`src/rtl/quad_decoder.sv`:
```
// quad_decoder: x4 quadrature decoder with input synchronizers, wrap-around
// position count, direction flag, step strobe, and a saturating counter of
// illegal (double) phase transitions.
module quad_decoder #(
    parameter int WIDTH       = 8,
    parameter int SYNC_STAGES = 2,
    parameter int ERR_WIDTH   = 8
) (
    input  logic                 clk,
    input  logic                 rst,
    input  logic                 enc_a,
    input  logic                 enc_b,
    input  logic                 clear,
    output logic [WIDTH-1:0]     count,
    output logic                 up_down,
    output logic                 step,
    output logic                 err,
    output logic [ERR_WIDTH-1:0] err_cnt
);

    // Classification of one prev->cur comparison of the phase pair.
    typedef enum logic [1:0] {
        XFER_NONE    = 2'd0,
        XFER_FWD     = 2'd1,
        XFER_REV     = 2'd2,
        XFER_ILLEGAL = 2'd3
    } xfer_e;

    // A single synchronizer flop is not enough to tame metastability.
    if (SYNC_STAGES < 2) begin : gSyncCheck
        $error("quad_decoder: SYNC_STAGES must be at least 2");
    end

    logic [SYNC_STAGES-1:0] syncA_q;
    logic [SYNC_STAGES-1:0] syncB_q;
    logic [1:0]             cur;

    logic [1:0]             prev_q,    prev_d;
    logic [SYNC_STAGES:0]   initPipe_q, initPipe_d;
    logic                   init;
    logic [WIDTH-1:0]       count_q,   count_d;
    logic                   upDown_q,  upDown_d;
    logic                   step_q,    step_d;
    logic                   err_q,     err_d;
    logic [ERR_WIDTH-1:0]   errCnt_q,  errCnt_d;

    xfer_e                  xfer;

    // Shift each asynchronous phase pin through its own synchronizer chain.
    always_ff @(posedge clk or posedge rst) begin
        if (rst) begin
            syncA_q <= '0;
            syncB_q <= '0;
        end else begin
            syncA_q <= {syncA_q[SYNC_STAGES-2:0], enc_a};
            syncB_q <= {syncB_q[SYNC_STAGES-2:0], enc_b};
        end
    end

    assign cur = {syncA_q[SYNC_STAGES-1], syncB_q[SYNC_STAGES-1]};

    // The synchronizers come out of reset holding zeros, not the pin level,
    // so prev keeps tracking cur until the chain has carried the real pin
    // level through; only then does decoding start. This keeps whatever
    // level the encoder sits at during release from looking like a step.
    assign init = initPipe_q[0];

    // Classify the transition between the previous and current phase pair.
    always_comb begin
        xfer = XFER_NONE;
        case ({prev_q, cur})
            4'b00_01, 4'b01_11, 4'b11_10, 4'b10_00: xfer = XFER_FWD;
            4'b00_10, 4'b10_11, 4'b11_01, 4'b01_00: xfer = XFER_REV;
            4'b00_11, 4'b11_00, 4'b01_10, 4'b10_01: xfer = XFER_ILLEGAL;
            default:                                xfer = XFER_NONE;
        endcase
    end

    // Next-state: apply the decoded transition, then let clear override the
    // count and error tally (strobes still report what was decoded).
    always_comb begin
        prev_d     = cur;
        initPipe_d = initPipe_q >> 1;
        count_d    = count_q;
        upDown_d   = upDown_q;
        step_d     = 1'b0;
        err_d      = 1'b0;
        errCnt_d   = errCnt_q;

        if (!init) begin
            case (xfer)
                XFER_FWD: begin
                    count_d  = count_q + WIDTH'(1);
                    upDown_d = 1'b1;
                    step_d   = 1'b1;
                end
                XFER_REV: begin
                    count_d  = count_q - WIDTH'(1);
                    upDown_d = 1'b0;
                    step_d   = 1'b1;
                end
                XFER_ILLEGAL: begin
                    err_d = 1'b1;
                    if (errCnt_q != '1) begin
                        errCnt_d = errCnt_q + ERR_WIDTH'(1);
                    end
                end
                default: begin
                end
            endcase
        end

        if (clear) begin
            count_d  = '0;
            errCnt_d = '0;
        end
    end

    // Decoder state and registered strobes.
    always_ff @(posedge clk or posedge rst) begin
        if (rst) begin
            prev_q     <= 2'b00;
            initPipe_q <= '1;
            count_q    <= '0;
            upDown_q   <= 1'b1;
            step_q     <= 1'b0;
            err_q      <= 1'b0;
            errCnt_q   <= '0;
        end else begin
            prev_q     <= prev_d;
            initPipe_q <= initPipe_d;
            count_q    <= count_d;
            upDown_q   <= upDown_d;
            step_q     <= step_d;
            err_q      <= err_d;
            errCnt_q   <= errCnt_d;
        end
    end

    assign count   = count_q;
    assign up_down = upDown_q;
    assign step    = step_q;
    assign err     = err_q;
    assign err_cnt = errCnt_q;

endmodule

```
`config.mk`:
```
export PLATFORM = sky130hd
export DESIGN_NAME = quad_decoder
export DESIGN_NICKNAME = d
export VERILOG_FILES = /design/src/rtl/quad_decoder.sv
export SDC_FILE = /design/constraint.sdc
export NUM_CORES = 1
export LEC_CHECK = 0
export CORE_MARGIN = 2
export CORE_UTILIZATION = 45
export CTS_CLUSTER_SIZE = 40
export DETAILED_ROUTE_END_ITERATION = 10
export DONT_BUFFER_PORTS = 1
export GPL_ROUTABILITY_DRIVEN = 0
export GPL_TIMING_DRIVEN = 0
export SETUP_SLACK_MARGIN = 0.1
export SLEW_MARGIN = 20
export SYNTH_ARGS = -nofsm -noshare
export SYNTH_HDL_FRONTEND = slang
export SYNTH_SLANG_ARGS = --single-unit
```
`constraint.sdc`:
```
create_clock -name clk -period 3.2 [get_ports clk]
set_input_delay 0.32 -clock clk [delete_from_list [all_inputs] [get_ports clk]]
set_output_delay 0.32 -clock clk [all_outputs]
set_load 0.01 [all_outputs]
```
Word-level counts from Yosys, hierarchy flattened:

Memory sizes are Yosys's and may differ from the RTL's.
Cells that the tools add are included.

* register bits: 28
* ROM bits: 32
* input bits: 5
* output and inout bits: 19
* memories: 1

* add/sub/neg operators: 3
* eq/ne operators: 5
* multiplexer cells: 12
* bitwise operators: 1
* reduce and logical (&&, ||, !) cells: 8

Memory list
* (name not given): depth 16, width 2, rd ports 1, clocked after Yosys merged registers in 0, wr ports 0, RTL line 71 `case ({prev_q, cur})`

Operators by type and width (count)
* 8-bit 2-to-1 mux: 6
* 8-bit by 1-bit adder with 8-bit output, second input constant: 2
* 8-bit one-hot mux with 2 select lines: 1
* 8-bit != test, second input constant: 1
* 8-bit by 1-bit subtractor with 8-bit output, second input constant: 1
* 2-bit nonzero test: 3
* 2-bit equality test, second input constant: 2
* 1-bit 2-to-1 mux: 4
* 2-bit AND reduction: 2
* 3-bit AND reduction: 1
* 3-bit nonzero test: 1
* 2-bit by 1-bit equality test with 1-bit output, second input constant: 1
* 2-bit != test, second input constant: 1
* 1-bit one-hot mux with 2 select lines: 1
* 2-bit OR reduction: 1
* 1-bit NOT: 1

Logic depth before layout (Yosys ltp):

* depth in word-level cells: 5
* gate-level depth with buffers: 12
* mapped depth without buffers: 11

Worst setup path after synthesis:

OpenSTA, ideal clock, no wires.

* path kind: register -> register
* start point: reg syncA_q[1]
* end point: reg count_q[4] (netlist: count[4])
* setup time: 74 ps
* arrival time: 2727 ps
* required time: 3126 ps
* path slack: 399 ps
* stages on the path, launching flop included: 13
* cells stage by stage: dfrtp_1 > nand2_1 > o21ai_0 > o21ai_0 > ha_1 > buf_6 > xor2_1 > ha_1 > o21a_1 > o221a_1 > or3_1 > a21o_1 > a21oi_2

* longest elaborated chain between the ends: 5
* elaborated cells on any way between the ends: 8
* classes of those cells: 2 x eq/ne; 3 x mux; 2 x reduce/logical; 1 x memory

Ends and longest elaborated chain
* start: declaration: RTL line 34 `logic [SYNC_STAGES-1:0] syncA_q;`
* start signal: assignment: RTL line 55 `syncA_q <= {syncA_q[SYNC_STAGES-2:0], enc_a};`
* memory read 16 x 2 bit *
* 2-bit equality test / 2-bit by 1-bit equality test with 1-bit output (equally long branches): RTL line 91 `case (xfer)`
* 8-bit one-hot mux with 2 select lines: RTL line 91
* 8-bit 2-to-1 mux: RTL line 90 `if (!init) begin`
* 8-bit 2-to-1 mux: RTL line 113 `if (clear) begin`
* end signal: assignment: RTL line 132 `count_q <= count_d;`
* end: declaration: RTL line 41 `logic [WIDTH-1:0] count_q, count_d;`

Every way passes the cells marked *; elsewhere a longest branch is shown, timed or not. The select of a mux whose other input is x is not followed.
A chain may end at the register's enable or synchronous reset.

Worst setup path in the final report:

Same ends and word-level chain as after synthesis.

==> summary.txt <==
CP Class - register to register
Yosys top cell by area - dfrtp_1
Top delay family on crit path - compound AO/OA/AOI/OAI gates
Antenna viol nets, final - 0
Netlist Area Pre-Place - 0.001528 sq mm
Max-slew violation count - 0
Clock Latency Late Sink - 0.32 ns
Peak supply drop - 0.0002195 V
First-pass GRT wire length - 5.030 mm
Setup-failing EPs final - 0
Die height - 62.27 um
Layout cell share with drive strength beyond 1 - 0.1118
Clock power frac - 0.297
Slowest-stage cell, CP - dfrtp_1
HP Start - clear
CP Buf/Inv Count - 1
Count leader, synth - dfrtp_1
Reg-to-reg endpoint - count[4]
Die W - 62.27 um
Switching Fraction - 0.2654
Min cycle time layout - 2.832 ns
Syn Inst Count - 145
Reg power frac - 0.541
Drt initial violations - 66
Max incr delay on CP - 0.47 ns
Via density - 5.657
Reg clk slew, reported paths - 0.14 ns
DR vias - 1,120
Int Power - 0.0005606 W
Synth area leaders - dfrtp_1 (39%), ha_1 (7.4%), dfstp_2 (6.9%), xor2_1 (5.7%), mux2i_1 (4.6%)
Placed Cells - 191
Worst hold path depth - 2
CP max FO - 10
Logic pwr share - 0.162
Status - finished clean
Fin crit share - 0.8851
Leak - 0.7579 nW
Critical path endpoint category - register
Max Clk Rate - 353.1 MHz
Setup bufs post-CTS - 0
CP Data Required Time - 3.46 ns
Wirelength, routed - 2.772 mm
Die Footprint - 0.003877 sq mm
Post-Layout Cell Count - 198
RSZ-0062 raised after global routing - false
Post-synth ARST share - 1.000
Clk sinks - 28
Post-Route Skew - 0.005366 ns
CTS Root Cell - clkbuf_4
Number of flops mapped to enable cells by yosys - 0
Max-Slew Margin vs Limit - 0.6197
R2r worst-path depth - 12
Wire length per cell - 14.00 um
Number of buffers created by CTS - 3
Pre-antenna DRT Iters - 4
Gr ovfl total - 0
Startpoint Class - register
Top cell type's share of synthesized area - 0.3931
Syn Area/Cell - 10.54 sq um
Initial antenna violation count - 0
Setup TNS - 0 ns
Ports - 24
Site Rows - 21
Htree depth - 1
Net Switching - 0.0002025 W
GRT Overall Usage - 0.1584
Core Footprint - 0.003311 sq mm
Most frequent cells after synthesis - dfrtp_1 (24), nor2_1 (14), xor2_1 (10), ha_1 (9), nand2_1 (9)
Input/output buffers - 0
ANT cells - 0
Area grow syn2layout - 10.24%
Worst-margin pin slew - 0.5696 ns
Power Dens Cells - 453.1 mW/mm^2
Max Root-Sink Buffers - 2
Hold Path Class - input pin to register
Flops & latches, synth - 28
Post-synth cell types - 40
Max Cap Viol - 0
Yosys Warn Count - 0
Worst EP arrival - 3.09 ns
Final Hold Violating Endpoints - 0
Post-synthesis net count - 159
Worst R2R Setup Slack - 0.37 ns
Top_reg_cell synth - dfrtp_1
CTS tree - yes
Hpwl dp - 2.065 mm
Via count of the first global-routing pass - 1,147
Initial core utilization - 0.4615
Hold path endpoint - count[6]
Largest net degree at the start of global routing - 29
Nets - 167
Sequential area share after synthesis - 0.4619
DRC - 0
RR Startpoint - syncA_q[1]
Crit path cell chain - nand2_1, o21ai_0, o21ai_2, ha_4, buf_6, xor2_1, ha_1, o21a_1, o221a_1, or3_1, a21o_1, a21oi_2
[through the flow]
stage           power, W  instance area (sq um)  setup slack [ns]  hold slack, ns    util
2_1_floorplan  0.0005098                   1528            0.3994          0.3312       -
3_3_place_gp   0.0005320                   1585            0.1398          0.3325  0.4788
3_5_place_dp   0.0005375                   1585           0.06930          0.3356  0.4788
4_1_cts        0.0007710                   1660            0.1009          0.1539  0.5015
5_1_grt        0.0008104                   1684            0.1643          0.1790  0.5087
6_report       0.0007631                   1684            0.3678          0.2178  0.5087
[how the worst max path moves through the flow]
stage,startpoint,end,slack (ns),cells after the start
5_1_grt,syncA_q[1],count[4],0.16,12
3_3_place_gp,syncA_q[1],count[4],0.14,12
2_1_floorplan,syncA_q[1],count[4],0.40,12
6_report,syncA_q[1],count[4],0.37,12
4_1_cts,syncA_q[1],count[4],0.10,12
3_5_place_dp,syncA_q[1],count[4],0.07,12
[final cells by class]
type	count	area [sq um]
plain buffers	4	22.52
multi-input cells	109	800.8
well taps	46	57.56
inverters	4	15.01
flip-flops and latches	28	705.7
clock buffers	3	22.52
repair buffers	3	30.03
clock inverters	1	30.03
fillers	323	1627
[timing repair]
| action | CTS | global route |
|---|---|---|
| hold buffers | 2 | 1 |
| resized for setup | 1 | 3 |
| endpoints found under the hold margin | 2 | 24 |
| endpoints found under the setup margin | 1 | 1 |
| cloned | 0 | 0 |
[layout by cell type, fill, tap and decap left out, drive strengths merged, types with 2 or more instances in the layout]
cell type / n
o21ai: 4
a31oi: 2
nand2: 9
nand4: 4
nand4b: 2
inv: 4
nand2b: 5
clkbuf: 5
xor2: 10
nand3b: 2
and4: 2
nor2: 14
mux2i: 7
o21bai: 2
a211oi: 3
ha: 9
buf: 2
o211ai: 3
o21a: 3
dfrtp: 24
dfstp: 4
o31ai: 2
nand3: 5
or3: 3
dlygate4sd3: 3
nor2b: 2
a21o: 2
a21oi: 5
[cells by family (layout without fill, tap and decap cells)]
logic type	count (synthesis)	count (layout)	synth area share
flops	28	28	0.4619
simple gates	51	51	0.1835
xor+xnor	11	11	0.06306
mux	8	8	0.05324
compound gates	29	29	0.1376
other cells	1	1	0.002455
fa+ha+maj	9	9	0.07371
buf+inv	8	15	0.02457
[routing by layer]
| layer | global-route usage | wire length [um] |
|---|---|---|
| met5 | 0 | 0 |
| met4 | 0.05278 | 19 |
| met3 | 0.03442 | 115 |
| met2 | 0.2853 | 1453 |
| met1 | 0.1871 | 1184 |
[registers in the layout, indices dropped and copies added (netlist names)]
name and cells:
initPipe_q 3, err 1, syncB_q 2, up_down 1, err_cnt 8, syncA_q 2, prev_q 2, step 1
count 8
[power by group through the flow]
stage,Combinational (W),Sequential (W),Clock (W)
after detailed placement,0.000118,0.000420,0
after CTS,0.000121,0.000413,0.000237
after global placement,0.000114,0.000418,0
after floorplan,0.0000972,0.000413,0
after global routing,0.000140,0.000417,0.000253
final,0.000124,0.000412,0.000227
(Power assumes the default switching activity.)
